### config.mk
export PLATFORM = sky130hd
export DESIGN_NAME = halloween_sequencer
export DESIGN_NICKNAME = d
export VERILOG_FILES = /design/src/rtl/halloween_pkg.sv /design/src/rtl/halloween_sequencer_hw_op_decode.sv /design/src/rtl/halloween_sequencer.sv
export SDC_FILE = /design/constraint.sdc
export NUM_CORES = 1
export LEC_CHECK = 0
export CAP_MARGIN = 20
export CORE_ASPECT_RATIO = 2
export CORE_MARGIN = 2
export CORE_UTILIZATION = 56
export CTS_CLUSTER_DIAMETER = 200
export DETAILED_ROUTE_END_ITERATION = 16
export PLACE_DENSITY = 0.83
export SLEW_MARGIN = 10
export SYNTH_ARGS = -nofsm -noshare
export SYNTH_HDL_FRONTEND = slang
export SYNTH_SLANG_ARGS = --single-unit
export TNS_END_PERCENT = 30
### constraint.sdc
create_clock -name clk -period 5.47 [get_ports clk]
set_input_delay 0.547 -clock clk [delete_from_list [all_inputs] [get_ports clk]]
set_output_delay 0.547 -clock clk [all_outputs]
set_load 0.02 [all_outputs]
### src/rtl/halloween_pkg.sv
// rtl/halloween_pkg.sv - opcodes, sequencer states and colour codes for the Halloween sequencer
package halloween_pkg;

    localparam logic [3:0] OP_ON     = 4'b0000;
    localparam logic [3:0] OP_RESET  = 4'b0001;
    localparam logic [3:0] OP_NOOP   = 4'b0010;
    localparam logic [3:0] OP_FOG    = 4'b0011;
    localparam logic [3:0] OP_GREEN  = 4'b0100;
    localparam logic [3:0] OP_PURPLE = 4'b0101;
    localparam logic [3:0] OP_ORANGE = 4'b0110;
    localparam logic [3:0] OP_SCREAM = 4'b1000;
    localparam logic [3:0] OP_CACKLE = 4'b1001;
    localparam logic [3:0] OP_BOO    = 4'b1010;
    localparam logic [3:0] OP_WAVE   = 4'b1100;
    localparam logic [3:0] OP_JAW    = 4'b1101;

    localparam logic [1:0] COL_NONE   = 2'b00;
    localparam logic [1:0] COL_GREEN  = 2'b01;
    localparam logic [1:0] COL_PURPLE = 2'b10;
    localparam logic [1:0] COL_ORANGE = 2'b11;

    typedef enum logic [1:0] {
        S_IDLE = 2'd0,
        S_RUN  = 2'd1,
        S_HALT = 2'd2
    } seq_state_t;

    function automatic logic [1:0] color_of(input logic [3:0] op);
        case (op)
            OP_GREEN:  return COL_GREEN;
            OP_PURPLE: return COL_PURPLE;
            OP_ORANGE: return COL_ORANGE;
            default:   return COL_NONE;
        endcase
    endfunction

endpackage

### src/rtl/halloween_sequencer_hw_op_decode.sv
// rtl/halloween_sequencer_hw_op_decode.sv - combinational opcode classifier and effect one-hot
module hw_op_decode
    import halloween_pkg::*;
(
    input  logic [3:0]  op,
    output logic [15:0] one_hot,
    output logic        is_terminator,
    output logic        is_reset,
    output logic        is_color,
    output logic        is_illegal
);

    always_comb begin
        is_terminator = (op == OP_ON);
        is_reset      = (op == OP_RESET);
        is_color      = (op == OP_GREEN) || (op == OP_PURPLE) || (op == OP_ORANGE);
        is_illegal    = (op == 4'b0111) || (op == 4'b1011) || (op == 4'b1110) || (op == 4'b1111);
        // Terminators never show on the bus; undefined opcodes dwell silently.
        one_hot       = (is_terminator || is_illegal) ? 16'h0000 : (16'h0001 << op);
    end

endmodule

### src/rtl/halloween_sequencer.sv
// rtl/halloween_sequencer.sv - programmable opcode sequencer driving effect bus and colour
module halloween_sequencer
    import halloween_pkg::*;
#(
    parameter  int NUM_SLOTS = 4,
    parameter  int HOLD_W    = 4,
    localparam int SLOT_W    = $clog2(NUM_SLOTS)
) (
    input  logic                   clk,
    input  logic                   rst_n,
    input  logic                   prog_valid,
    output logic                   prog_ready,
    input  logic [4*NUM_SLOTS-1:0] prog_data,
    input  logic                   start,
    input  logic                   abort,
    input  logic                   loop_en,
    input  logic [HOLD_W-1:0]      hold_cycles,
    output logic [15:0]            effect_oh,
    output logic [1:0]             color,
    output logic [SLOT_W-1:0]      cur_slot,
    output logic                   busy,
    output logic                   done,
    output logic                   illegal_op
);

    localparam logic [SLOT_W-1:0] LAST_SLOT = SLOT_W'(NUM_SLOTS - 1);

    seq_state_t             state;
    logic [4*NUM_SLOTS-1:0] prog_q;
    logic [HOLD_W-1:0]      cnt;

    logic [3:0]        cur_op, tgt_op, ent_op;
    logic [SLOT_W-1:0] tgt, ent;
    logic              want_raw, halt_raw, enter, to_halt;
    logic [15:0]       tgt_oh, ent_oh;
    logic              tgt_term, tgt_rst, tgt_col, tgt_ill;
    logic              ent_term, ent_rst, ent_col, ent_ill;

    assign cur_op = prog_q[4*cur_slot +: 4];
    assign tgt_op = prog_q[4*tgt +: 4];
    assign ent_op = prog_q[4*ent +: 4];

    // Where execution wants to go next, before resolving terminators.
    always_comb begin
        tgt      = '0;
        want_raw = 1'b0;
        halt_raw = 1'b0;
        if (state == S_RUN) begin
            if (cnt == '0) begin
                if (cur_op == OP_RESET) begin
                    want_raw = 1'b1;
                end else if (cur_slot == LAST_SLOT) begin
                    want_raw = loop_en;
                    halt_raw = !loop_en;
                end else begin
                    want_raw = 1'b1;
                    tgt      = cur_slot + 1'b1;
                end
            end
        end else if (start) begin
            want_raw = 1'b1;
        end
    end

    // A terminator takes no time: fold it into a wrap to slot 0 or a halt.
    always_comb begin
        ent     = tgt;
        enter   = want_raw;
        to_halt = halt_raw;
        if (want_raw && tgt_term) begin
            ent = '0;
            if (tgt == '0 || !loop_en || prog_q[3:0] == OP_ON) begin
                enter   = 1'b0;
                to_halt = 1'b1;
            end
        end
    end

    hw_op_decode u_dec_tgt (
        .op(tgt_op), .one_hot(tgt_oh), .is_terminator(tgt_term),
        .is_reset(tgt_rst), .is_color(tgt_col), .is_illegal(tgt_ill)
    );

    hw_op_decode u_dec_ent (
        .op(ent_op), .one_hot(ent_oh), .is_terminator(ent_term),
        .is_reset(ent_rst), .is_color(ent_col), .is_illegal(ent_ill)
    );

    always_ff @(posedge clk or negedge rst_n) begin
        if (!rst_n) begin
            state      <= S_IDLE;
            prog_q     <= '0;
            cnt        <= '0;
            prog_ready <= 1'b1;
            effect_oh  <= '0;
            color      <= COL_NONE;
            cur_slot   <= '0;
            busy       <= 1'b0;
            done       <= 1'b0;
            illegal_op <= 1'b0;
        end else begin
            done <= 1'b0;
            if (abort) begin
                state      <= S_IDLE;
                cnt        <= '0;
                prog_ready <= 1'b1;
                effect_oh  <= '0;
                color      <= COL_NONE;
                cur_slot   <= '0;
                busy       <= 1'b0;
            end else if (prog_valid && prog_ready) begin
                prog_q     <= prog_data;
                illegal_op <= 1'b0;
            end else if (enter) begin
                state      <= S_RUN;
                prog_ready <= 1'b0;
                busy       <= 1'b1;
                cur_slot   <= ent;
                effect_oh  <= ent_oh;
                cnt        <= ent_rst ? '0 : hold_cycles;
                if (ent_col)
                    color <= color_of(ent_op);
                else if (ent_rst)
                    color <= COL_NONE;
                if (ent_ill)
                    illegal_op <= 1'b1;
            end else if (to_halt) begin
                state      <= S_HALT;
                prog_ready <= 1'b1;
                busy       <= 1'b0;
                effect_oh  <= '0;
                done       <= 1'b1;
            end else if (state == S_RUN) begin
                cnt <= cnt - 1'b1;
            end
        end
    end

endmodule

==> results of run 1 <==
## placed cells by master (no fill, tap or decap), types with 3 or more instances in the layout
master | synthesis | layout
and2_1 | 8 | 8
nand2_1 | 58 | 58
dfrtp_1 | 44 | 44
clkdlybuf4s50_1 | 0 | 48
a21oi_1 | 5 | 5
inv_1 | 5 | 5
o2bb2ai_1 | 7 | 7
a32o_1 | 3 | 3
a22o_1 | 5 | 5
nand3_1 | 13 | 13
a221o_1 | 3 | 3
mux2i_1 | 3 | 3
nor3_1 | 11 | 11
nor2_1 | 11 | 11
nor4_1 | 4 | 4
clkbuf_8 | 0 | 6
nand2b_1 | 3 | 3
o21ai_0 | 6 | 6
## worst register-to-register path, stage by stage (launching register included)
cell,delay (ns)
dfrtp_1,0.49
ha_1,0.42
inv_1,0.27
nor3_1,0.12
or2_2,0.34
a2111oi_4,0.40
nand2_1,0.25
a211oi_4,0.41
a21boi_4,0.12
a221o_1,0.36
## power by group through the flow
| stage | sequential (W) | clock (W) | combinational (W) |
|---|---|---|---|
| 2_1_floorplan | 0.000467 | 0 | 0.000353 |
| 3_3_place_gp | 0.000463 | 0 | 0.000495 |
| 3_5_place_dp | 0.000466 | 0 | 0.000498 |
| 4_1_cts | 0.000460 | 0.000212 | 0.000503 |
| 5_1_grt | 0.000470 | 0.000222 | 0.000555 |
| 6_report | 0.000461 | 0.000208 | 0.000507 |
## state kept, by name (all words and copies together) (netlist names)
name        count
state           2
illegal_op      1
cur_slot        2
color           2
done            1
cnt             4
prog_ready      1
prog_q         16
effect_oh      16
## path summary, 6_finish.rpt
kind,slack [ns],start,cells after the start,end
min in group clk,0.49,effect_oh[0],1,effect_oh[0]
worst min-delay path,0.21,rst_n,1,prog_q[11]
max in group asynchronous,4.74,rst_n,2,cur_slot[1]
worst max register to register,2.18,cur_slot[0],9,cnt[0]
worst max-delay path,2.18,cur_slot[0],9,cnt[0]
worst min register to register,0.49,effect_oh[0],1,effect_oh[0]
## through the flow
stage               hold slack (ns)  worst slack, ns  utilization (%)  total power (W)
floorplan                     0.251             2.48                -         0.000820
global placement              0.468             2.17             70.2         0.000959
detailed placement            0.473             2.20             70.2         0.000965
CTS                           0.439             2.19             72.2          0.00118
global route                  0.246             2.07             72.8          0.00125
finish                        0.214             2.18             72.8          0.00118
## metal layers
layer	global-route usage, %	share of wire, %	up-vias
met1	31.5	38	1077
met3	4.09	3.8	18
met2	47.6	54	83
met5	0	0	-
met4	13.4	3.7	0
li1	-	-	1045
## layout make-up
class	instances	share of cell area, %
Multi-Input combinational cell	199	42.4
Timing Repair Buffer	51	16.5
Inverter	5	0.594
Clock buffer	7	2.73
Tap cell	54	2.14
Sequential cell	45	35.7
## cells by family (layout without fill, tap and decap cells)
logic type,count (synthesis),in the layout
simple gates,128,128
compound gates,66,66
flops,45,45
buf+inv,12,63
mux,3,3
fa+ha+maj,2,2
==> flow_summary.ini, run 1 <==
[yosys]
synth-edff-count = 0
synth_top_family_by_area = simple AND/OR/NAND/NOR gates
synthArstFlopShare_pct = 100
synthAdderAreaFrac_pct = 0.990
synth_mux_area_share_pct = 1.19
synth_commonest_cells = nand2_1 (58), dfrtp_1 (44), nand3_1 (13)
synth-seq-area-share_pct = 44.6
synthFlopType = dfrtp_1
synth.avg_cell_area_um2 = 9.87
yosys_warnings = 0
synth_cell_types = 69
netlist_area_mm2 = 0.00253
yosys.area.top_type = dfrtp_1
yosys.area_share.simple_pct = 26.2
synth_top_area_share_pct = 43.6
synth.area.top_cells = dfrtp_1 (44%), nand2_1 (8.6%), nand3_1 (2.6%)
ys_seq_elements = 45
syn_nets = 284
synth-compound-area-share_pct = 24.6
synth_most_common_cell = nand2_1
synthCells = 256
synth_xor_area_share_pct = 0

[final_layout]
fillers = 369
design_area_mm2 = 0.00316
multi_input_area_mm2 = 0.00134
drive_above_1_share_pct = 10.4
antennaDiodeCount = 0
final_cells = 361
nNetsFinal = 335
seq_area_mm2 = 0.00113
area_growth_pct = 25.0

[global_route]
antenna_found_initial = 0
grt-ovfl-total = 0
grt_pass1_vias = 2171
grt_max_degree = 46
gr-usage-all-layers_pct = 27.3
grt_pass1_wl_um = 10500

[critical_path]
crit_slowest_cell = dfrtp_1
crit_path_end_kind = flip-flop
critPathBufInv = 1
cp_cell_sequence = ha_1, inv_1, nor3_1, or2_2, a2111oi_4, nand2_1, a211oi_4, a21boi_4, a221o_1
start_kind = flip-flop
required_ns = 5.65
cp_slowest_stage_delay_ns = 0.49
cp_max_fo = 8
critical_path_class = flip-flop to flip-flop
cp.arrival_ns = 3.47
critPathTopFamily = compound AO/OA/AOI/OAI gates

[routing]
drcViolationCount = 0
ant_nets = 0
drt_iter0_drc = 58
first_pass_iters = 5
post_drt_wl_per_cell_um = 17.9
via_per_inst = 6.16
num_vias = 2223
routed_wl_um = 6480

[power]
comb_power_share_pct = 43.1
p_clk_share_pct = 17.7
swShare_pct = 40.5
power_density_mw_per_mm2 = 372
leakagePower_nw = 1.33
ir_worst_vdd_uv = 257
intPower_w = 0.000699
pwr-share-seq_pct = 39.2
power_switching_w = 0.000477

[clocking]
clk_transition_reported_paths_ns = 0.08
cts_sinks = 45
cts_resized = 0
clock_latency_ns = 0.30
cts_tree = built
cts_buffers = 5
clock_tree.root_cell = clkbuf_8
post_cts_buffers = 0
h-tree-depth = 2
cts_buffer_depth = 2
cts_hold_buf = 0

[sta]
relSlewSlack_pct = 53.5
fmax_ghz = 0.304
hold_viol_final = 0
finalMaxSlewViolations = 0
setup_viol = 0
timing.setup.tns_ns = 0
timing.final.crit_period_ns = 3.29
fin_crit_sh_pct = 60.1
worstMarginPinSlew_ns = 0.697
finClkSkew_ns = 0.00778
rsz0062_at_grt = no

[placement]
portBuffers = 49
hpwlAfterDp_um = 4730
dp.cells = 353
placed_area_mm2 = 0.00305
finalWeightedCongestion = 0.916

[die]
rows = 34
initial_core_util_pct = 58.2
core_mm2 = 0.00434
io_pins = 50
dieArea_mm2 = 0.00510
fp.dieW_um = 51.5
die_h_um = 99.0

[run]
cap_violations = 0

[run_status]
status = finished clean

[min_path]
holdCritPathClass = primary input to asynchronous set/reset pin
No activity file was read; power rests on OpenSTA's default activity.
==> inputs of run 2 (changes only) <==
--- a/config.mk
+++ b/config.mk
@@ -8,10 +8,10 @@
 export CAP_MARGIN = 20
 export CORE_ASPECT_RATIO = 2
 export CORE_MARGIN = 2
-export CORE_UTILIZATION = 56
+export CORE_UTILIZATION = 47
 export CTS_CLUSTER_DIAMETER = 200
 export DETAILED_ROUTE_END_ITERATION = 16
-export PLACE_DENSITY = 0.83
+export PLACE_DENSITY = 0.74
 export SLEW_MARGIN = 10
 export SYNTH_ARGS = -nofsm -noshare
 export SYNTH_HDL_FRONTEND = slang
==> constraint.sdc (replaced) <==
create_clock -name clk -period 2.6 [get_ports clk]
set_input_delay 0.26 -clock clk [delete_from_list [all_inputs] [get_ports clk]]
set_output_delay 0.26 -clock clk [all_outputs]
set_load 0.02 [all_outputs]
==> run 2 against run 1 <==
Against the previous run: the flow now finishes with violations (negative setup slack); global-route usage fell by 1.2 points; cell count rose by 21%; worst hold slack got worse by 0.12 ns; design area rose by 23%; register-to-register slack got worse by 2.4 ns; clock-buffer cell count fell by 2; routed wire length rose by 13%; critical endpoint is now cnt[1]; largest power group unchanged.
==> flow_summary.ini, run 2 (synthesis gave the netlist of run 1 again) <==
[global_route]
grt_pass1_vias = 2564
gr-usage-all-layers_pct = 26.1
antenna_found_initial = 0
grt-ovfl-total = 0
grt_max_degree = 46
grt_pass1_wl_um = 12000

[routing]
num_vias = 2471
post_drt_wl_per_cell_um = 16.8
via_per_inst = 5.67
ant_nets = 0
drcViolationCount = 0
first_pass_iters = 4
drt_iter0_drc = 66
routed_wl_um = 7320

[sta]
worstMarginPinSlew_ns = 0.967
timing.final.crit_period_ns = 2.82
setup_viol = 24
fmax_ghz = 0.355
relSlewSlack_pct = 35.5
fin_crit_sh_pct = 108
setup_slack_ns = -0.215
hold_viol_final = 0
finClkSkew_ns = 0.0118
finalMaxSlewViolations = 0
rsz0062_at_grt = yes

[critical_path]
r2r_setup_slack_ns = -0.22
crit_path_end_kind = flip-flop
reg2reg_depth = 10
cp_max_fo = 7
start_kind = flip-flop
cp_slowest_stage_delay_ns = 0.45
cp_cell_sequence = ha_4, or3_4, nor2_8, a31oi_4, a2111oi_4, a21oi_2, buf_4, a211oi_4, a21boi_4, a221o_1
cp.depth = 10
critPathBufInv = 1
startpoint = cur_slot[0]
required_ns = 2.81
critPathTopFamily = compound AO/OA/AOI/OAI gates
r2r_start = cur_slot[0]
critical_path_class = flip-flop to flip-flop
crit_slowest_cell = dfrtp_2
setup.worst_path.end = cnt[1]
cp.arrival_ns = 3.02
rr_endpoint = cnt[1]

[clocking]
cts_tree = built
clock_latency_ns = 0.31
cts_buffers = 5
clock_tree.root_cell = clkbuf_8
clk_transition_reported_paths_ns = 0.09
cts_buffer_depth = 2
cts_sinks = 45
h-tree-depth = 2

[placement]
portBuffers = 49
finalWeightedCongestion = 0.873
hpwlAfterDp_um = 5570

[run_status]
violations = negative setup slack
status = complete, but fails checks

[final_layout]
nNetsFinal = 406
top_regs = effect_oh: 16 flops, prog_q: 16 flops, cnt: 4 flops
final_common_cell = buf_4
fillers = 395
area_growth_pct = 53.3
drive_above_1_share_pct = 33.6
layout_common_cells = buf_4 (68), nand2_1 (57), clkdlybuf4s50_1 (48)
antennaDiodeCount = 0
fin_util_pct = 74.7

[die]
rows = 37
die_h_um = 108
dieArea_mm2 = 0.00602
fp.dieW_um = 55.9
initial_core_util_pct = 48.7
io_pins = 50
core_mm2 = 0.00518

[power]
ir_worst_vdd_uv = 751
power_density_mw_per_mm2 = 813
power_w = 0.00315
leakagePower_nw = 1.72

[min_path]
holdCritPathClass = primary input to asynchronous set/reset pin

[run]
cap_violations = 0
## run 2: cell count changes in the layout (fill, tap and decap cells not counted), moves of 2 or more
cell,delta
buf_4,+67
inv_1,-2
ha_1,-2
ha_4,+2
dfrtp_2,+2
dfrtp_1,-2
buf_12,+2
nor2_1,-2
buf_6,+3
nor2_2,+2
## run 2: final cells by class
class | instances | area, um2 | share of cell area, %
well taps | 58 | 72.6 | 1.87
repair buffers | 122 | 1070 | 27.6
clock buffers | 5 | 68.8 | 1.78
clock inverters | 2 | 35.0 | 0.904
flip-flops and latches | 45 | 1130 | 29.2
inverters | 5 | 21.3 | 0.549
multi-input cells | 199 | 1480 | 38.1
## run 2: layer usage
metal,vias up,GRT usage (%),routed length (um)
li1,1190,-,-
met1,1180,27.5,2700
met2,74,47.6,3970
met3,27,4.69,300
met4,0,15.0,359
met5,-,0,0
## run 2: stage by stage
step	hold WS [ns]	setup TNS [ns]	cells	area, um2	setup slack [ns]
floorplan	-0.0356	-0.636	256	2590	-0.122
finish	0.0947	-2.96	436	3870	-0.215
CTS	0.137	-3.26	431	3750	-0.193
global route	0.178	-5.28	436	3870	-0.324
global placement	0.459	-3.11	422	3610	-0.211
detailed placement	0.473	-3.70	422	3610	-0.202
## run 2: worst min-delay path by stage
stage / startpoint / depth (start not counted) / to / slack (ns)
4_1_cts: rst_n / 1 / prog_q[0] / 0.14
3_5_place_dp: effect_oh[5] / 1 / effect_oh[5] / 0.47
6_report: rst_n / 1 / done / 0.09
5_1_grt: rst_n / 1 / done / 0.18
3_3_place_gp: rst_n / 1 / prog_q[15] / 0.46
2_1_floorplan: rst_n / 0 / cnt[0] / -0.04
## run 2: timing repair
item / 4_1_cts / 5_1_grt
pin swaps: 4 / 4
hold buffers: 0 / 0
setup endpoints to repair: 27 / 28
resized for setup: 2 / 20
buffers inserted: 2 / 5
## run 2: power breakdown
part	leakage [nW]	total (W)	internal, W	switching (W)
logic	1.07	0.00168	0.000856	0.000829
registers	0.592	0.000949	0.000833	0.000116
clock network	0.0540	0.000518	0.000279	0.000239
total	1.72	0.00315	0.00197	0.00118
==> inputs of run 3 (changes only) <==
--- a/config.mk
+++ b/config.mk
@@ -8,10 +8,11 @@
 export CAP_MARGIN = 20
 export CORE_ASPECT_RATIO = 2
 export CORE_MARGIN = 2
-export CORE_UTILIZATION = 47
+export CORE_UTILIZATION = 56
 export CTS_CLUSTER_DIAMETER = 200
 export DETAILED_ROUTE_END_ITERATION = 16
-export PLACE_DENSITY = 0.74
+export GPL_TIMING_DRIVEN = 1
+export PLACE_DENSITY = 0.83
 export SLEW_MARGIN = 10
 export SYNTH_ARGS = -nofsm -noshare
 export SYNTH_HDL_FRONTEND = slang
==> constraint.sdc (replaced) <==
create_clock -name clk -period 3.25 [get_ports clk]
set_input_delay 0.325 -clock clk [delete_from_list [all_inputs] [get_ports clk]]
set_output_delay 0.325 -clock clk [all_outputs]
set_load 0.02 [all_outputs]
==> run 3 against run 2 <==
Against the previous run: the flow now finishes without violations; largest power group unchanged; largest cell class unchanged; critical path depth down 1; via count down 7.4%; design area down 16%; sequential cell count unchanged.
==> flow_summary.ini, run 3 (synthesis gave the netlist of run 1 again) <==
[run_status]
status = finished clean

[final_layout]
multi_input_area_mm2 = 0.00134
top_regs = effect_oh: 16 flops, prog_q: 16 flops, cnt: 4 flops
final_common_cell = nand2_1
seq_area_mm2 = 0.00113
area_growth_pct = 28.8
design_area_mm2 = 0.00325
fin_util_pct = 75.0
fillers = 336
nNetsFinal = 344
drive_above_1_share_pct = 13.9
antennaDiodeCount = 0
layout_common_cells = nand2_1 (57), clkdlybuf4s50_1 (48), dfrtp_1 (44)

[critical_path]
crit_path_end_kind = flip-flop
cp_slowest_stage_delay_ns = 0.51
cp.arrival_ns = 3.24
cp_max_fo = 8
required_ns = 3.42
critPathBufInv = 0
cp_cell_sequence = ha_1, or3_4, nor2_8, a31oi_2, a2111oi_4, nand2_1, a21oi_2, a21boi_4, a221o_1
critPathTopFamily = compound AO/OA/AOI/OAI gates
critical_path_class = flip-flop to flip-flop
crit_slowest_cell = a2111oi_4
start_kind = flip-flop

[global_route]
gr-usage-all-layers_pct = 28.5
grt-ovfl-total = 0
grt_max_degree = 46
grt_pass1_vias = 2310
antenna_found_initial = 0
grt_pass1_wl_um = 11100

[placement]
hpwlAfterDp_um = 4980
portBuffers = 49
dpl_worst_slack_ns = 0.121
placed_area_mm2 = 0.00311
finalWeightedCongestion = 1.01

[routing]
num_vias = 2289
first_pass_iters = 4
drt_iter0_drc = 60
post_drt_wl_per_cell_um = 18.0
drcViolationCount = 0
ant_nets = 0
routed_wl_um = 6680
via_per_inst = 6.17

[clocking]
clock_latency_ns = 0.30
cts_buffer_depth = 2
clk_transition_reported_paths_ns = 0.09
cts_resized = 0
cts_buffers = 5
cts_tree = built
clock_tree.root_cell = clkbuf_8
h-tree-depth = 2
post_cts_buffers = 0
cts_sinks = 45
cts_hold_buf = 0

[sta]
fin_crit_sh_pct = 94.4
timing.final.crit_period_ns = 3.07
timing.setup.tns_ns = 0
finalMaxSlewViolations = 0
hold_viol_final = 0
fmax_ghz = 0.326
setup_slack_ns = 0.183
finClkSkew_ns = 0.0124
relSlewSlack_pct = 62.0
rsz0062_at_grt = no
setup_viol = 0
worstMarginPinSlew_ns = 0.568

[die]
rows = 34
die_h_um = 99.0
io_pins = 50
fp.dieW_um = 51.5
core_mm2 = 0.00434
initial_core_util_pct = 58.2
dieArea_mm2 = 0.00510

[power]
power_w = 0.00211
leakagePower_nw = 1.39
comb_power_share_pct = 43.0
intPower_w = 0.00127
ir_worst_vdd_uv = 416
power_density_mw_per_mm2 = 647
power_switching_w = 0.000833
pwr-share-seq_pct = 37.0
swShare_pct = 39.5
p_clk_share_pct = 20.0

[run]
cap_violations = 0

[min_path]
holdCritPathClass = primary input to asynchronous set/reset pin
[run 3: layer usage]
metal | GRT usage, % | part of all wire [%]
met3 | 3.94 | 4.4
met4 | 13.6 | 3.1
met2 | 49.0 | 53
met5 | 0 | 0
met1 | 33.9 | 39
[run 3: area by class of cell]
class                           instances  share of cell area (%)
Multi-Input combinational cell        199                    41.2
Inverter                                5                   0.577
Sequential cell                        45                    34.6
Tap cell                               54                    2.08
Clock inverter                          2                    1.19
Clock buffer                            6                    2.23
Timing Repair Buffer                   60                    18.1
[run 3: through the flow]
step	hold WS, ns	instances
5_1_grt	0.0466	371
3_3_place_gp	0.468	362
6_report	0.00169	371
4_1_cts	0.214	370
2_1_floorplan	0.0294	256
3_5_place_dp	0.473	362
[run 3: worst paths after layout]
path / startpoint / to / slack [ns] / depth (start not counted)
max in group asynchronous: rst_n / effect_oh[6] / 2.74 / 2
worst min-delay path: rst_n / prog_q[0] / 0.002 / 1
worst max register to register: cur_slot[1] / cnt[0] / 0.18 / 9
worst max-delay path: cur_slot[1] / cnt[0] / 0.18 / 9
worst min register to register: effect_oh[0] / effect_oh[0] / 0.49 / 1
min in group clk: effect_oh[0] / effect_oh[0] / 0.49 / 1
[run 3: worst reg2reg max path, delay by kind of cell (launching register included)]
kind            cells  cell delay [ns]
flops               1             0.44
compound gates      5             1.47
simple gates        3             0.82
fa+ha+maj           1             0.23
[run 3: power groups by stage]
stage / clock network, W / registers (W) / logic [W]
after global routing: 0.000452 / 0.000792 / 0.000983
after floorplan: 0 / 0.000787 / 0.000594
after CTS: 0.000428 / 0.000776 / 0.000895
final: 0.000422 / 0.000780 / 0.000905
after global placement: 0 / 0.000783 / 0.000879
after detailed placement: 0 / 0.000787 / 0.000889
